## config.mk

```make
export PLATFORM = sky130hd
export DESIGN_NAME = igniter_scan_ctrl
export DESIGN_NICKNAME = d
export VERILOG_FILES = /design/src/rtl/igniter_pkg.sv /design/src/rtl/igniter_avg.sv /design/src/rtl/igniter_scan_ctrl.sv
export SDC_FILE = /design/constraint.sdc
export NUM_CORES = 1
export LEC_CHECK = 0
export ABC_AREA = 1
export CAP_MARGIN = 15
export CORE_MARGIN = 3
export CORE_UTILIZATION = 45
export CTS_CLUSTER_DIAMETER = 120
export DETAILED_ROUTE_END_ITERATION = 16
export PLACE_DENSITY = 0.69
export REMOVE_ABC_BUFFERS = 1
export SYNTH_ARGS = -nofsm -noshare
export SYNTH_HDL_FRONTEND = slang
export SYNTH_SLANG_ARGS = --single-unit
```

## constraint.sdc

```tcl
create_clock -name clk -period 5.87 [get_ports clk]
set_clock_uncertainty 0.2 [all_clocks]
set_input_delay 1.174 -clock clk [delete_from_list [all_inputs] [get_ports clk]]
set_output_delay 1.174 -clock clk [all_outputs]
set_load 0.01 [all_outputs]
```

## src/rtl/igniter_pkg.sv

```systemverilog
// -----------------------------------------------------------------------------
// igniter_pkg
// Shared types and constants for the igniter continuity scanner:
//   - scan_state_t : scan FSM state encoding
//   - ch_stat_t    : 2-bit per-channel result code
//   - *_DEF        : default values for the scanner parameters
//   - widths of the resistance, accumulator and phase datapaths
// -----------------------------------------------------------------------------
package igniter_pkg;

  localparam int NCH_DEF     = 4;      // igniter channels
  localparam int PWM_CYC_DEF = 96;     // 2 us of test current at 48 MHz
  localparam int SETTLE_DEF  = 256;    // phase at which sampling opens
  localparam int WINDOW_DEF  = 4096;   // phase at which sampling times out
  localparam int NSAMP_DEF   = 16;     // samples averaged per channel
  localparam int GAP_DEF     = 65535;  // phase ending the inter-channel holdoff

  localparam int RW      = 11;  // resistance magnitude width
  localparam int ACC_W   = 15;  // sample accumulator width
  localparam int PHASE_W = 16;  // phase counter width

  typedef enum logic [2:0] {
    ST_IDLE,
    ST_SEL,
    ST_PULSE,
    ST_SETTLE,
    ST_MEAS,
    ST_EVAL,
    ST_GAP,
    ST_DONE
  } scan_state_t;

  typedef enum logic [1:0] {
    STAT_UNTESTED = 2'b00,
    STAT_OK       = 2'b01,
    STAT_OPEN     = 2'b10,
    STAT_SHORT    = 2'b11
  } ch_stat_t;

endpackage

```

## src/rtl/igniter_avg.sv

```systemverilog
// -----------------------------------------------------------------------------
// igniter_avg
// Accumulates NSAMP resistance samples from the shared ohm divider and
// presents their average.
//   clk, reset : clock, asynchronous active-low reset
//   clear      : zero the accumulator and sample count (channel start)
//   enable     : samples are taken only while high (measurement window)
//   r_valid    : sample strobe
//   r_in       : sample, bit 11 sign, bits 10:0 inverted magnitude
//   full       : NSAMP samples have been accumulated
//   avg        : accumulator divided by NSAMP
// -----------------------------------------------------------------------------
module igniter_avg
  import igniter_pkg::*;
#(
  parameter int NSAMP = NSAMP_DEF
) (
  input  logic          clk,
  input  logic          reset,
  input  logic          clear,
  input  logic          enable,
  input  logic          r_valid,
  input  logic [11:0]   r_in,
  output logic          full,
  output logic [RW-1:0] avg
);

  localparam int SH    = $clog2(NSAMP);
  localparam int CNT_W = SH + 1;

  logic [ACC_W-1:0] acc;
  logic [CNT_W-1:0] count;
  logic [RW-1:0]    mag;
  logic [ACC_W-1:0] shifted;
  logic             take;

  // Negative readings clamp to zero; positive ones arrive bit-inverted.
  assign mag     = r_in[11] ? '0 : (r_in[10:0] ^ 11'h7FF);
  assign full    = (count == CNT_W'(NSAMP));
  // Samples beyond NSAMP are dropped so the average stays exact.
  assign take    = enable && r_valid && !full;
  assign shifted = acc >> SH;
  assign avg     = shifted[RW-1:0];

  always_ff @(posedge clk or negedge reset) begin
    if (!reset) begin
      acc   <= '0;
      count <= '0;
    end else if (clear) begin
      acc   <= '0;
      count <= '0;
    end else if (take) begin
      acc   <= acc + ACC_W'(mag);
      count <= count + CNT_W'(1);
    end
  end

endmodule

```

## src/rtl/igniter_scan_ctrl.sv

```systemverilog
// -----------------------------------------------------------------------------
// igniter_scan_ctrl
// Sequential continuity scanner for NCH igniter channels. For each masked
// channel it drives a test-current pulse, waits for the divider to settle,
// averages NSAMP resistance samples and classifies the channel as OK, OPEN
// or SHORT, then holds off before moving to the next channel.
//   clk, reset          : clock, asynchronous active-low reset
//   start               : request a scan (honoured only in IDLE)
//   abort               : drop the scan, back to IDLE on the next edge
//   ch_mask             : channels to scan, latched when a channel is selected
//   r_open_thr          : average above this -> OPEN (used in EVAL)
//   r_short_thr         : average below this -> SHORT (used in EVAL)
//   r_valid, r_in       : resistance sample strobe and value
//   pwm                 : test-current drive, high while pulsing
//   ch_sel              : selected channel for the divider and pwm mux
//   busy                : scan in progress
//   done                : one-cycle pulse at scan completion
//   res_valid/ch/r      : per-channel result strobe, index and average
//   ch_status           : 2-bit code per channel (see ch_stat_t)
// -----------------------------------------------------------------------------
module igniter_scan_ctrl
  import igniter_pkg::*;
#(
  parameter  int NCH     = NCH_DEF,
  parameter  int PWM_CYC = PWM_CYC_DEF,
  parameter  int SETTLE  = SETTLE_DEF,
  parameter  int WINDOW  = WINDOW_DEF,
  parameter  int NSAMP   = NSAMP_DEF,
  parameter  int GAP     = GAP_DEF,
  localparam int CW      = $clog2(NCH)
) (
  input  logic             clk,
  input  logic             reset,
  input  logic             start,
  input  logic             abort,
  input  logic [NCH-1:0]   ch_mask,
  input  logic [RW-1:0]    r_open_thr,
  input  logic [RW-1:0]    r_short_thr,
  input  logic             r_valid,
  input  logic [11:0]      r_in,
  output logic             pwm,
  output logic [CW-1:0]    ch_sel,
  output logic             busy,
  output logic             done,
  output logic             res_valid,
  output logic [CW-1:0]    res_ch,
  output logic [RW-1:0]    res_r,
  output logic [2*NCH-1:0] ch_status
);

  scan_state_t        state, next_state;
  logic [PHASE_W-1:0] phase;
  logic [NCH-1:0]     mask_q;

  logic               first_found, next_found;
  logic [CW-1:0]      first_idx, next_idx;

  logic               avg_clear, avg_enable, avg_full;
  logic [RW-1:0]      avg;
  logic               phase_run;
  ch_stat_t           eval_status;
  logic [RW-1:0]      eval_r;

  // Lowest set bit of mask at index >= lo, as {found, index}.
  function automatic logic [CW:0] pick_channel(input logic [NCH-1:0] mask,
                                               input int lo);
    logic [CW:0] r;
    r = '0;
    for (int i = NCH - 1; i >= 0; i--) begin
      if (mask[i] && (i >= lo)) r = {1'b1, CW'(i)};
    end
    return r;
  endfunction

  // The first channel comes from the live mask, later ones from the copy
  // latched at SEL.
  assign {first_found, first_idx} = pick_channel(ch_mask, 0);
  assign {next_found, next_idx}   = pick_channel(mask_q, int'(ch_sel) + 1);

  // ---------------------------------------------------------------- FSM
  // NOTE: clocked state uses non-blocking assignments so every register
  // samples the pre-edge values regardless of block ordering.
  always_ff @(posedge clk or negedge reset) begin
    if (!reset) state <= ST_IDLE;
    else        state <= next_state;
  end

  // NOTE: next_state defaults to the current state before the case so no
  // path leaves it unassigned, which would infer a latch.
  always_comb begin
    next_state = state;
    if (abort) begin
      next_state = ST_IDLE;
    end else begin
      unique case (state)
        ST_IDLE:   if (start) next_state = first_found ? ST_SEL : ST_DONE;
        ST_SEL:    next_state = ST_PULSE;
        ST_PULSE:  if (phase >= PHASE_W'(PWM_CYC - 1)) next_state = ST_SETTLE;
        ST_SETTLE: if (phase >= PHASE_W'(SETTLE)) next_state = ST_MEAS;
        ST_MEAS:   if (avg_full || (phase >= PHASE_W'(WINDOW))) next_state = ST_EVAL;
        ST_EVAL:   next_state = ST_GAP;
        ST_GAP:    if (phase >= PHASE_W'(GAP)) next_state = next_found ? ST_SEL : ST_DONE;
        ST_DONE:   next_state = ST_IDLE;
        default:   next_state = ST_IDLE;
      endcase
    end
  end

  always_comb begin
    pwm        = (state == ST_PULSE);
    busy       = (state != ST_IDLE);
    done       = (state == ST_DONE);
    avg_clear  = (state == ST_SEL);
    avg_enable = (state == ST_MEAS);
    phase_run  = (state == ST_PULSE) || (state == ST_SETTLE) ||
                 (state == ST_MEAS)  || (state == ST_GAP);
  end

  // ---------------------------------------------------------- datapath
  always_ff @(posedge clk or negedge reset) begin
    if (!reset) begin
      phase <= '0;
    end else if (state == ST_SEL) begin
      phase <= '0;
    end else if (phase_run && (phase != '1)) begin
      phase <= phase + PHASE_W'(1);
    end
  end

  // Channel select is loaded on every entry to SEL; abort forces IDLE as
  // next state, so an aborted request never moves it.
  always_ff @(posedge clk or negedge reset) begin
    if (!reset) begin
      ch_sel <= '0;
      mask_q <= '0;
    end else begin
      if (next_state == ST_SEL) ch_sel <= (state == ST_IDLE) ? first_idx : next_idx;
      if (state == ST_SEL)      mask_q <= ch_mask;
    end
  end

  // MEAS only exits early through a full sample count, so a short count in
  // EVAL means the window expired.
  always_comb begin
    eval_r      = avg_full ? avg : {RW{1'b1}};
    eval_status = STAT_OK;
    if (!avg_full || (avg > r_open_thr)) eval_status = STAT_OPEN;
    else if (avg < r_short_thr)          eval_status = STAT_SHORT;
  end

  always_ff @(posedge clk or negedge reset) begin
    if (!reset) begin
      res_valid <= 1'b0;
      res_ch    <= '0;
      res_r     <= '0;
      ch_status <= '0;
    end else begin
      res_valid <= 1'b0;
      for (int i = 0; i < NCH; i++) begin
        if (CW'(i) == ch_sel) begin
          if (state == ST_SEL) ch_status[2*i +: 2] <= STAT_UNTESTED;
          if ((state == ST_EVAL) && !abort) ch_status[2*i +: 2] <= eval_status;
        end
      end
      if ((state == ST_EVAL) && !abort) begin
        res_valid <= 1'b1;
        res_ch    <= ch_sel;
        res_r     <= eval_r;
      end
    end
  end

  igniter_avg #(
    .NSAMP (NSAMP)
  ) u_avg (
    .clk     (clk),
    .reset   (reset),
    .clear   (avg_clear),
    .enable  (avg_enable),
    .r_valid (r_valid),
    .r_in    (r_in),
    .full    (avg_full),
    .avg     (avg)
  );

endmodule

```

# Word level (Yosys, flattened, before mapping)
# Index checks and enable logic that the tools add are counted.
[totals]
reg_bits = 67
in_bits = 43
out_inout_bits = 27
wordCells = 97
[classes]
n_addsub = 4
n_lt_le_gt_ge = 10
eq_ne = 13
muxes = 31
n_bitwise = 1
reduce_logical = 25
[ops]
columns = ["op", "n"]
rows = [
  ["$mux W3", 16],
  ["$mux W16", 2],
  ["$mux W15", 2],
  ["$pmux W3 S8", 1],
  ["$mux W11", 2],
  ["$add A16 B1 Y16 const B", 1],
  ["$ge A16 B13 Y1 const B", 1],
  ["$ge A16 B16 Y1 const B", 1],
  ["$ge A16 B7 Y1 const B", 1],
  ["$ge A16 B9 Y1 const B", 1],
  ["$ne A16 B16 Y1 const B", 1],
  ["$add A15 B11 Y15", 1],
  ["$eq A3 B3 Y1 const B", 4],
  ["$gt A11 B11 Y1", 1],
  ["$lt A11 B11 Y1", 1],
  ["$not A11 Y11", 1],
  ["$mux W2", 5],
  ["$mux W5", 2],
  ["$logic_and A1 B1 Y1", 8],
  ["$reduce_and A2 Y1", 4],
  ["$eq A3 B1 Y1 const B", 2],
  ["$eq A3 B2 Y1 const B", 2],
  ["$ge A1 B3 Y1 const A", 2],
  ["$ge A2 B3 Y1 const A", 2],
  ["12 further kinds", 20],
]

# Depth between registers and ports, before layout
# Gate-level depths: netlist (run 1).
[logic_depth]
depth_word = 12
depth_mapped = 13
mapped_depth_nobuf = 13

# Hierarchy
# Synthesis (run 1) repeated with hierarchy kept, for this count alone.
[hier_totals]
cells_unflattened = 651
hier_area_um2 = 4700.8
[by_module_without_submodules]
columns = ["module", "instances", "cells_each", "area_per_inst_um2", "seq_area_each_um2"]
rows = [
  ["igniter_scan_ctrl", 1, 408, 3024.2, 1151.1],
  ["igniter_avg", 1, 243, 1676.6, 500.5],
]

# Least setup slack after synthesis (run 1)
# No wires, ideal clock.
[synth_timing]
kind = "in2reg"
startpoint = "in r_in[11]"
endpoint = "reg u_avg.acc[10]"
setup_ps = 83
t_arrival_ps = 2764
required_time_ps = 5587
setup_slack_ps = 2823
cell_stages = 11
path_buffers = 1
path_cell_list = "clkbuf_1 nor2_1 ha_1 fa_1 nand3_1 nand3_1 nand2_1 a21oi_1 o21ai_0 nand2_1 o21ai_0"
[synth_between]
elab_chain_cells = 4
[synth_lines]
columns = ["element", "line", "source"]
rows = [
  ["start: declaration", "igniter_scan_ctrl.sv:40", "input logic [11:0] r_in,"],
  ["$mux W11", "igniter_avg.sv:38", "assign mag = r_in[11] ? '0 : (r_in[10:0] ^ 11'h7FF);"],
  ["$add A15 B11 Y15", "igniter_avg.sv:53", "acc <= acc + ACC_W'(mag);"],
  ["$mux W15", "igniter_avg.sv:52", "end else if (take) begin"],
  ["$mux W15", "igniter_avg.sv:49", "end else if (clear) begin"],
  ["end signal: assignment", "igniter_avg.sv:53", ""],
  ["end: declaration", "igniter_avg.sv:31", "logic [ACC_W-1:0] acc;"],
]
# No other way between the ends. The select of a mux whose other input is x is not followed.
# A chain may end at the register's enable or synchronous reset.

# Worst setup path after layout (run 1)
# Same ends and word-level chain as after synthesis.

==> metrics.txt, run 1 <==
status finished clean; worst-path fanout max 11; CP arrival 3.37 ns; hold_sp res_r[6]$_DFFE_PN0P_; pwr dens approximately 380 mW/mm^2; Layout area overhead 22.9%; Crit. End Element flip-flop; initial drt markers between 200 and 250; RSZ-0062 raised after global routing no; Final period util 0.564; core area between 0.009 and 0.01 mm^2; Crit path required time just under 6 ns; YS warnings 0; worst setup path start r_in[11]; Hold Path Class flip-flop to flip-flop; Hold Violations, Final 0; Port Buf Inserts 69; CTS buffer count 9; critical path, cell by cell clkdlybuf4s50_1, nor2_1, ha_1, fa_1, nand3_1, nand3_1, nand2_1, a21oi_1, o21ai_0, nand2_1, o21ai_0; Final ANT Viol Nets 0; setup ws final 2.56 ns; Main synth FF type dfrtp_1; slowest CP cell clkdlybuf4s50_1; final non-filler cell total 798; Leak Pwr between 2 and 3 nW; die width 105 um; initial core utilization 0.469; top-area cell type share of the netlist area 0.376; final worst path period need 3.31 ns; FF/Latch Area approximately 0.0017 mm^2; reg2reg setup slack approximately 3.2 ns; Max VDD drop a little over 200 uV; Seq/Total Area, Yosys 0.376; Syn Inst Count between 500 and 600; Diodes inserted 0; top-count cell post-synth nand2_1; post-DP HPWL 7990 um; worst skew pair latency roughly 0.34 ns; H-tree depth 3; GRT Overall Usage 0.197; number of global-route vias before repair 4022; worst relative slew slack 0.406; Post-Route Utilization 0.576; WL/cell roughly 13 um; Die ar. approximately 0.011 mm^2; Mapped Area approximately 0.0044 mm^2; Fin Setup TNS 0 ns; DP Cell Count approximately 780; Post-synth EDFFs 0; Slew @ Worst Pin just under 0.9 ns; CTS tree yes; first-pass GRT wire length roughly 18000 um; Tot Pwr slightly above 2 mW; largest net degree at the start of global routing 67; Setup Slack @ Placement approximately 2.2 ns; area leader, netlist dfrtp_1; Worst path max stage delay between 0.6 and 0.7 ns; share of layout cells above drive strength 1 0.0688; Clock transition at path regs 0.08 ns; footprint of the multi-input gates between 0.002 and 0.0025 mm^2; gpl congestion around 0.9; clk buf depth 2; syn_area_per_cell between 7 and 8 um^2; commonest cells in the synthesized netlist nand2_1, inv_1, nor2_1; Root Driver clkbuf_8; #FFs+latches synth 66; routed vias/inst approximately 5; CTS Hold Buffers Added 0; critical path class input pin to flip-flop; critical path startpoint category input pin; Post-synth ARST share 1.00; synth top area cells dfrtp_1, nand2_1, ha_1; number of iterations in the first detailed-routing pass 4; DRC Markers 0; Final setup viols 0; Max Freq about 0.30 GHz; Fill cells ~900; max-slew violations 0; post-synth cell types 41; Reg-to-Reg Start u_avg.count[0]$_DFFE_PN0P_; Vias 4039; total setup buffers inserted after CTS 0; Total Wirelength between 10000 and 15000 um; antenna violations before repair 0; Clock Sinks 66; Post-layout nets ~740; IO Pins 70; post-CTS resize count 0; max-cap check violation count 0; Die Y 105 um; grt ovf 0; # rows 35
state kept, by name (all words and copies together) (netlist names):
register     cells
phase           16
res_ch           2
res_r           11
res_valid        1
ch_sel           2
mask_q           3
u_avg.acc       15
u_avg.count      5
ch_status        8
state            3
final timing paths:
path,end,cells past startpoint
worst max-delay path,u_avg.acc[10]$_DFFE_PN0P_,11
worst min-delay path,res_r[6]$_DFFE_PN0P_,2
min in group asynchronous,res_r[1]$_DFFE_PN0P_,2
max in group asynchronous,u_avg.acc[3]$_DFFE_PN0P_,2
worst min register to register,res_r[6]$_DFFE_PN0P_,2
worst max register to register,u_avg.acc[13]$_DFFE_PN0P_,10
cells in the final DEF (no fill, tap or decap), drive strengths merged, types with 2 or more instances in the layout:
master,instances
a22o,2
clkdlybuf4s50,68
inv,81
dfrtp,66
o31ai,2
nor2,74
nor3b,2
nand2,142
nor4,3
nor3,12
o211ai,2
clkbuf,9
o21ai,45
nand3,41
clkinv,6
o21a,5
xor2,5
a21oi,43
a31oi,6
nand4,8
ha,36
buf,2
stage by stage:
step / cell area (um^2) / hold slack [ns]
after floorplan: 4340 / 0.242
after global placement: 5200 / 0.263
after detailed placement: 5200 / 0.265
after CTS: 5400 / 0.286
after global routing: 5400 / 0.318
final: 5400 / 0.280
layer usage:
metal,wire length (um),share of wire,up-vias,global-route usage
li1,-,-,2094,-
met1,4910,0.48,1844,0.261
met2,4870,0.47,85,0.333
met3,379,0.037,16,0.0315
met4,159,0.015,0,0.0581
met5,0,0,-,0
power by group:
group	internal (mW)	total (mW)	switching, mW
logic	0.389	0.932	0.543
clock network	0.199	0.383	0.184
registers	0.592	0.725	0.133
total	1.18	2.04	0.860
logic make-up (layout without fill, tap and decap cells):
| family | after synthesis | in the layout | share of synthesized area |
|---|---|---|---|
| flip-flops | 66 | 66 | 0.376 |
| adder cells (fa/ha/maj) | 37 | 37 | 0.107 |
| AO/OA/AOI/OAI | 109 | 109 | 0.135 |
| buffers and inverters | 91 | 168 | 0.0817 |
| XOR/XNOR | 6 | 6 | 0.0120 |
| AND/OR/NAND/NOR | 283 | 283 | 0.288 |
final cells by class:
class | count | share of cell area
Clock buffer | 9 | 0.0229
Clock inverter | 7 | 0.0144
Inverter | 82 | 0.0572
Multi-Input combinational cell | 435 | 0.441
Sequential cell | 66 | 0.306
Tap cell | 129 | 0.0299
Timing Repair Buffer | 70 | 0.128
critical path: cells and delay by family:
| family | cells | cell delay (ns) |
|---|---|---|
| simple gates | 5 | 0.51 |
| compound gates | 3 | 0.40 |
| fa+ha+maj | 2 | 0.62 |
| buf+inv | 1 | 0.66 |
Note: power is estimated with default switching activity, not from simulation.
==> run 2: changes to the inputs <==
clock period = 3.3 ns   (was 5.87 ns; I/O delays follow)
==> run 2 against run 1 <==
  * Cell count is 0.50% higher
  * Die area stayed put
  * Largest cell class unchanged
  * Power up 80%
  * Non-clock buffer count increased by 4
  * Design area is 0.76% higher
  * Largest power group unchanged
  * Clock power grew 83%
  * Register-to-register slack worse by 2.1 ns
  * Sequential power rose by 77%
  * Hold slack worse by 0.11 ns
  * Highest routed layer unchanged
==> metrics.txt, run 2 (synthesis gave the netlist of run 1 again) <==
Max Freq approximately 0.38 GHz; antenna violations before repair 0; internal cell power 2.12 mW; Fill cells around 900; gpl congestion 0.901; IO Pins 70; status finished clean; RSZ-0062 raised after global routing no; CTS tree yes; Final setup viols 0; post-CTS resize count 0; Total Wirelength roughly 11000 um; Fin Setup TNS 0 ns; Largest register FFs 16; Diodes inserted 0; slowest CP cell clkdlybuf4s50_1; Max VDD drop about 300 uV; Layout area overhead 23.8%; Sequential Power Share 0.351; initial core utilization 0.469; Post-layout nets roughly 750; pwr dens approximately 670 mW/mm^2; Top reg by flops phase; Top Registers phase: 16 flops, u_avg.acc: 15 flops, res_r: 11 flops; Die Y approximately 100 um; final non-filler cell total around 800; final worst path period need 2.60 ns; total setup buffers inserted after CTS 0; Final ANT Viol Nets 0; Hold Path Class input pin to asynchronous set/reset pin; grt ovf 0; Worst path max stage delay ~0.60 ns; max-slew violations 0; critical path startpoint category flip-flop; Die ar. about 0.011 mm^2; critical path class flip-flop to primary output; Vias between 4000 and 5000; largest net degree at the start of global routing 36; clk buf depth 2; post-DP HPWL between 8000 and 9000 um; clock group share of total power 0.191; Sw Pwr 1.55 mW; max-cap check violation count 0; Crit path required time about 2.4 ns; GRT Overall Usage 0.199; Clock transition at path regs 0.09 ns; number of iterations in the first detailed-routing pass 4; Switching Fraction 0.422; # rows 35; WL/cell 13.2 um; routed vias/inst slightly above 5; CTS Hold Buffers Added 0; Final period util 0.789; worst skew pair latency roughly 0.34 ns; commonest non-fill, non-tap cells in the layout nand2_1, inv_1, clkdlybuf4s50_1; Buf/Inv on CP 2; logic gate share of total power 0.458; DRC Markers 0; worst-path fanout max 7; CTS buffer count 9; Port Buf Inserts 69; Root Driver clkbuf_8; critical path, cell by cell inv_1, nor3_1, clkdlybuf4s50_1; CP arrival around 1.7 ns; number of global-route vias before repair 4007; worst relative slew slack 0.490; H-tree depth 3; Crit. End Element primary output; most common cell after layout, fill and taps aside nand2_1; Clock Sinks between 60 and 70; Leak Pwr about 2.6 nW; Crit path max-delay family buffers and inverters; core area 0.00937 mm^2; die width approximately 100 um; DP Cell Count between 700 and 800; Slew @ Worst Pin approximately 0.77 ns; first-pass GRT wire length approximately 18000 um; initial drt markers roughly 160; share of layout cells above drive strength 1 0.0743; Hold Violations, Final 0
## run 2: layout make-up
class	count	area [um^2]	area share
clock buffers	9	124	0.0228
flip-flops and latches	66	1650	0.304
inverters	82	309	0.0568
repair buffers	74	736	0.135
well taps	129	161	0.0297
clock inverters	7	76.3	0.0140
multi-input cells	435	2380	0.438
## run 2: power groups by stage
stage / combinational (mW) / clock [mW] / sequential (mW)
after floorplan: 1.01 / 0 / 1.30
after global placement: 1.64 / 0 / 1.29
after detailed placement: 1.69 / 0 / 1.30
after CTS: 1.70 / 0.716 / 1.28
after global routing: 1.92 / 0.760 / 1.32
final: 1.68 / 0.701 / 1.28
## run 2: per-stage QoR
stage / hold WS, ns / util / setup slack (ns) / power, mW / instance area, um^2
floorplan: 0.164 / - / 1.07 / 2.31 / 4340
global placement: 0.263 / 0.559 / 0.434 / 2.93 / 5240
detailed placement: 0.265 / 0.559 / 0.376 / 2.99 / 5240
CTS: 0.202 / 0.581 / 0.700 / 3.70 / 5440
global route: 0.219 / 0.581 / 0.530 / 4.00 / 5440
finish: 0.174 / 0.581 / 0.695 / 3.66 / 5440
## run 2: final timing paths
kind	start	to	slack, ns	cells past startpoint
min reg2reg	res_r[1]$_DFFE_PN0P_	res_r[1]$_DFFE_PN0P_	0.28	2
max	state[1]$_DFF_PN0_	pwm	0.70	3
max reg2reg	u_avg.count[1]$_DFFE_PN0P_	u_avg.acc[13]$_DFFE_PN0P_	1.11	10
min in group clk	res_r[1]$_DFFE_PN0P_	res_r[1]$_DFFE_PN0P_	0.28	2
max in group asynchronous	reset	u_avg.count[0]$_DFFE_PN0P_	2.07	2
min	reset	res_r[2]$_DFFE_PN0P_	0.17	1
## run 2: layer usage
metal,global-route usage,vias to the layer above,part of all wire,wire (um)
met5,0,-,0,0
met4,0.0459,0,0.011,119
met3,0.0401,13,0.046,485
met2,0.329,90,0.47,4980
met1,0.269,1843,0.47,4960
li1,-,2100,-,-
==> edit 1, RTL diff (settings of run 1) <==
`ACC_W`: 15 -> 11.
--- a/src/rtl/igniter_pkg.sv
+++ b/src/rtl/igniter_pkg.sv
@@ -17,5 +17,5 @@
 
   localparam int RW      = 11;  // resistance magnitude width
-  localparam int ACC_W   = 15;  // sample accumulator width
+  localparam int ACC_W   = 11;  // sample accumulator width
   localparam int PHASE_W = 16;  // phase counter width
 
Check against the original RTL: same outputs for any inputs over 10 cycles, from zero or initial values and one cycle with reset low; that may be too few to reach the edited logic, so the function may still have changed.
==> edit 1 against run 1 <==
  * Wire length shrank 7.6%
  * Register-to-register slack gained 0.50 ns
  * Combinational power shrank 11%
  * Synthesized area shrank 11%
  * Cell count shrank 12%
  * Sequential power shrank 12%
  * First-iteration DRC count shrank 20%
  * Worst setup slack gained 0.077 ns
  * Power shrank 9.1%
  * Sequential cell count shrank 7
  * Cell area shrank 9.4%
  * Largest cell class unchanged
  * Largest power group unchanged
  * Highest routed layer unchanged
==> edit 1: results (changes against run 1) <==
[status]
run_status=complete, no violations

[grt]
grt_start_max_net_pins=60  ; -10%
first_global_vias=3574  ; -11%
grt.met1_usage_pct=27.55  ; +1.5 points
globalRouteMet2Util_pct=33.68  ; +0.36 points
first_pass_grt_wire_length_mm=16.42  ; -9.6%
use_met3_pct=2.805  ; -0.35 points

[power_and_ir_drop]
internal_power_uw=1083  ; -8.2%
power.switching_fraction_pct=41.57  ; -0.59 points
pg_comb_uw=830  ; -11%
seq_pwr_share_pct=34.4  ; -1.1 points
worst_ir_drop_vdd_mv=0.2873  ; +42%

[setup_path]
cp-endpoint=u_avg.acc[8]
regToRegEndpoint=u_avg.count[4]
r2r_setup_slack_ns=3.72  ; +0.50 ns
critical_path_arrival_ns=3.26  ; -0.11 ns
r2r.worst_path.cells=12  ; +2

[placed_design]
dpl-instance-area_um2=4691  ; -9.8%
place.gp.congestion=0.8897  ; -1.5%
hpwlAfterDp_mm=7.320  ; -8.4%

[cells_and_area]
fillCellCount=785  ; -13%
fin_nets=667  ; -10%
final_layout_size_suffix_gt1_share_pct=9.484  ; +2.6 points
biggestRegsByFlops=phase: 16 flops, u_avg.acc: 11 flops

[yosys]
synth.area.top_cells=sky130_fd_sc_hd__dfrtp_1 (38%), sky130_fd_sc_hd__nand2_1 (12%), sky130_fd_sc_hd__ha_1 (8.6%)
synthesis.instances=524  ; -11%
ys_types=39  ; -4.9%
yosys-top-cells-count=sky130_fd_sc_hd__nand2_1 (124), sky130_fd_sc_hd__nor2_1 (67), sky130_fd_sc_hd__dfrtp_1 (59), sky130_fd_sc_hd__inv_1 (59), sky130_fd_sc_hd__a21oi_1 (34)
synth_sequential_area_ratio_pct=37.59  ; about the same

[drt]
met2WireLength_mm=4.415  ; -9.4%
routed-wl-met3_um=460  ; +21%
drtIter0Drc=198  ; -20%
m1WireLength_mm=4.478  ; -8.7%
detail_route.vias_per_cell=5.136  ; +1.5%

[clock_network]
cts_root_buffer=sky130_fd_sc_hd__clkbuf_8

[sta]
max-slew-margin-rel_pct=49.38  ; +8.7 points

[edit 1: worst min-delay path by stage]
stage	cells past startpoint	endpoint	slack (ns)
final	2	mask_q[2]	0.28
after global placement	2	mask_q[2]	0.26
after CTS	2	mask_q[2]	0.28
after detailed placement	2	mask_q[2]	0.26
after global routing	2	ch_status[2]	0.31
after floorplan	2	mask_q[2]	0.24
[edit 1: cell type report]
class                           instances  area, um2  area share (%)
Clock inverter                          4      48.80          0.9969
Sequential cell                        59       1476           30.16
Timing Repair Buffer                   70      693.2           14.16
Multi-Input combinational cell        389       2133           43.58
Clock buffer                           12      155.1           3.170
Tap cell                              105      131.4           2.684
Inverter                               67      256.5           5.240
[edit 1: per-stage QoR]
step                worst slack, ns  std cells
finish                        2.638        706
global route                  2.418        706
CTS                           2.642        706
detailed placement            2.278        690
global placement              2.332        690
floorplan                     3.217        515
[edit 1: cells by family (layout without fill, tap and decap cells)]
kind of cell / after synthesis / after routing / share of synthesized area [%]
compound gates: 87 / 87 / 12.36
xor+xnor: 7 / 7 / 1.561
fa+ha+maj: 28 / 28 / 9.111
buf+inv: 76 / 153 / 8.092
flops: 59 / 59 / 37.59
simple gates: 267 / 267 / 31.28
[edit 1: worst max-delay path, cell delays in order]
cell	delay, ns
sky130_fd_sc_hd__clkdlybuf4s50_1	0.71
sky130_fd_sc_hd__nor2_1	0.10
sky130_fd_sc_hd__ha_1	0.25
sky130_fd_sc_hd__fa_1	0.47
sky130_fd_sc_hd__nand3_1	0.12
sky130_fd_sc_hd__nand2_1	0.08
sky130_fd_sc_hd__nand2_1	0.07
sky130_fd_sc_hd__nand2_1	0.06
sky130_fd_sc_hd__o21ai_0	0.13
sky130_fd_sc_hd__o21ai_0	0.09
==> edit 2, RTL diff (settings of run 1) <==
Without the edit above. Encoding of `scan_state_t`: now Gray code (3 bits for 8 states).
--- a/src/rtl/igniter_pkg.sv
+++ b/src/rtl/igniter_pkg.sv
@@ -21,12 +21,12 @@
 
   typedef enum logic [2:0] {
-    ST_IDLE,
-    ST_SEL,
-    ST_PULSE,
-    ST_SETTLE,
-    ST_MEAS,
-    ST_EVAL,
-    ST_GAP,
-    ST_DONE
+    ST_IDLE   = 3'b000,
+    ST_SEL    = 3'b001,
+    ST_PULSE  = 3'b011,
+    ST_SETTLE = 3'b010,
+    ST_MEAS   = 3'b110,
+    ST_EVAL   = 3'b111,
+    ST_GAP    = 3'b101,
+    ST_DONE   = 3'b100
   } scan_state_t;
 
Check against the original RTL: same outputs for any inputs over 10 cycles, from zero or initial values and one cycle with reset low; not proved beyond that.
==> edit 2 against run 1 <==
  * Hold slack better by 0.0038 ns
  * Synthesized area up 2.6%
  * Die area up 2.4%
  * Synthesized cell count up 3.5%
  * Register-to-register slack worse by 0.10 ns
  * Non-clock buffer count up 1
  * Sequential cell count unchanged
  * Worst setup slack worse by 0.12 ns
  * Fmax down 3.5%
  * Cell area up 1.8%
  * Wire length up 4.0%
  * Critical endpoint unchanged
Power is not compared: it rests on default switching activity, and its combinational part moved more than twofold at a synthesized area within 25%.
==> edit 2: results (changes against run 1) <==
[status]
run_status=complete, no violations

[setup_path]
r2r_setup_slack_ns=3.12  ; -0.10 ns
timing.critical_path.max_delay_family=simple AND/OR/NAND/NOR gates
regToRegEndpoint=u_avg.acc[14]
critical_path_arrival_ns=3.45  ; +0.08 ns
worst_r2r_startpoint=state[2]

[yosys]
synth.area.top_cells=sky130_fd_sc_hd__dfrtp_1 (37%), sky130_fd_sc_hd__nand2_1 (14%), sky130_fd_sc_hd__ha_1 (10%)
yosys.area_share.adder_pct=10.44  ; -0.27 points
main_flop_type_after_synthesis=sky130_fd_sc_hd__dfrtp_1
yosys.area_share.xor_xnor_pct=1.166  ; -0.030 points
synth_sequential_area_ratio_pct=36.64  ; -0.95 points
yosys-top-cells-count=sky130_fd_sc_hd__nand2_1 (169), sky130_fd_sc_hd__inv_1 (79), sky130_fd_sc_hd__dfrtp_1 (66)
ys_types=40  ; -2.4%
synthesis.instances=613  ; +3.5%
compound_gate_portion_of_the_synthesized_area_pct=11.71  ; -1.8 points

[cells_and_area]
layoutNonFillerInstCount=817  ; +2.4%
fin_nets=763  ; +2.6%
final_layout_size_suffix_gt1_share_pct=7.994  ; +1.1 points

[placed_design]
dpl-instance-area_um2=5301  ; +2.0%
place.gp.congestion=0.8814  ; -2.5%
buffer_ports.inserted=69  ; unchanged
post-place-ws_ns=2.101  ; -0.1014 ns
hpwlAfterDp_mm=8.162  ; +2.2%
placed_cells=801  ; +2.4%

[drt]
detail_route.vias_per_cell=5.140  ; +1.5%
postRouteWirelength_mm=10.73  ; +4.0%
drtIter0Drc=214  ; -13%
met2WireLength_mm=4.977  ; +2.2%
firstDrtPassIters=5  ; +1
routed-wl-met3_um=472  ; +25%
m1WireLength_mm=5.052  ; +3.0%

[clock_network]
clock_latency_ns=0.34  ; about the same
clock_path_buffers=2  ; unchanged
postCtsSetupBuffers=0  ; unchanged

[sta]
max-slew-margin-rel_pct=43.21  ; +2.6 points
timing.hold.ws_ns=0.2834  ; +0.003766 ns

[min_path]
holdPathEnd=mask_q[3]
min-delay-start=mask_q[3]

[power_and_ir_drop]
power_per_cell_area_nw_per_um2=206.1

[grt]
grt_util_all_layers_pct=20.01  ; +0.29 points
grt.met1_usage_pct=26.22  ; +0.12 points
first_global_vias=4168  ; +3.6%
use_met3_pct=3.218  ; +0.068 points
first_pass_grt_wire_length_mm=18.56  ; +2.2%
globalRouteMet2Util_pct=32.65  ; -0.67 points

-- edit 2: cell types whose count changed after synthesis, sizes merged, moves of 3 or more --
cell	change
o21ai	-3
nand4	+3
nand3	+4
a21oi	-16
nor2	-6
buf	+3
inv	+5
nand2	+35
-- edit 2: worst max path at each step --
stage / from / to / slack, ns / cells past startpoint
detailed placement: r_in[11] / u_avg.acc[10] / 2.10 / 14
CTS: r_in[11] / u_avg.acc[10] / 2.46 / 14
finish: r_in[11] / u_avg.acc[10] / 2.44 / 14
global placement: r_in[11] / u_avg.acc[10] / 2.20 / 14
floorplan: r_in[11] / u_avg.acc[10] / 3.06 / 13
global route: r_in[11] / u_avg.acc[10] / 2.20 / 15
-- edit 2: final cells by class --
| class | instances | area (um2) |
|---|---|---|
| Clock buffer | 10 | 127.6 |
| Clock inverter | 6 | 67.56 |
| Fill cell | 907 | 4006 |
| Inverter | 85 | 319.1 |
| Multi-Input combinational cell | 450 | 2469 |
| Sequential cell | 66 | 1652 |
| Tap cell | 129 | 161.4 |
| Timing Repair Buffer | 71 | 700.7 |
-- edit 2: worst reg2reg max path, cell delays in order (launching register included) --
cell and delay (ns):
sky130_fd_sc_hd__dfrtp_1 0.44, sky130_fd_sc_hd__inv_2 0.13, sky130_fd_sc_hd__nand2_1 0.09, sky130_fd_sc_hd__nor2_2 0.53, sky130_fd_sc_hd__inv_2 0.38, sky130_fd_sc_hd__nand2_4 0.26, sky130_fd_sc_hd__inv_2 0.14, sky130_fd_sc_hd__nor2_2 0.19
sky130_fd_sc_hd__nand4_1 0.13, sky130_fd_sc_hd__nand2_1 0.09, sky130_fd_sc_hd__nor2_1 0.06
-- edit 2: cell families after synthesis --
group           Yosys count
xor+xnor                  6
compound gates           88
fa+ha+maj                37
flops                    66
buf+inv                  97
simple gates            319
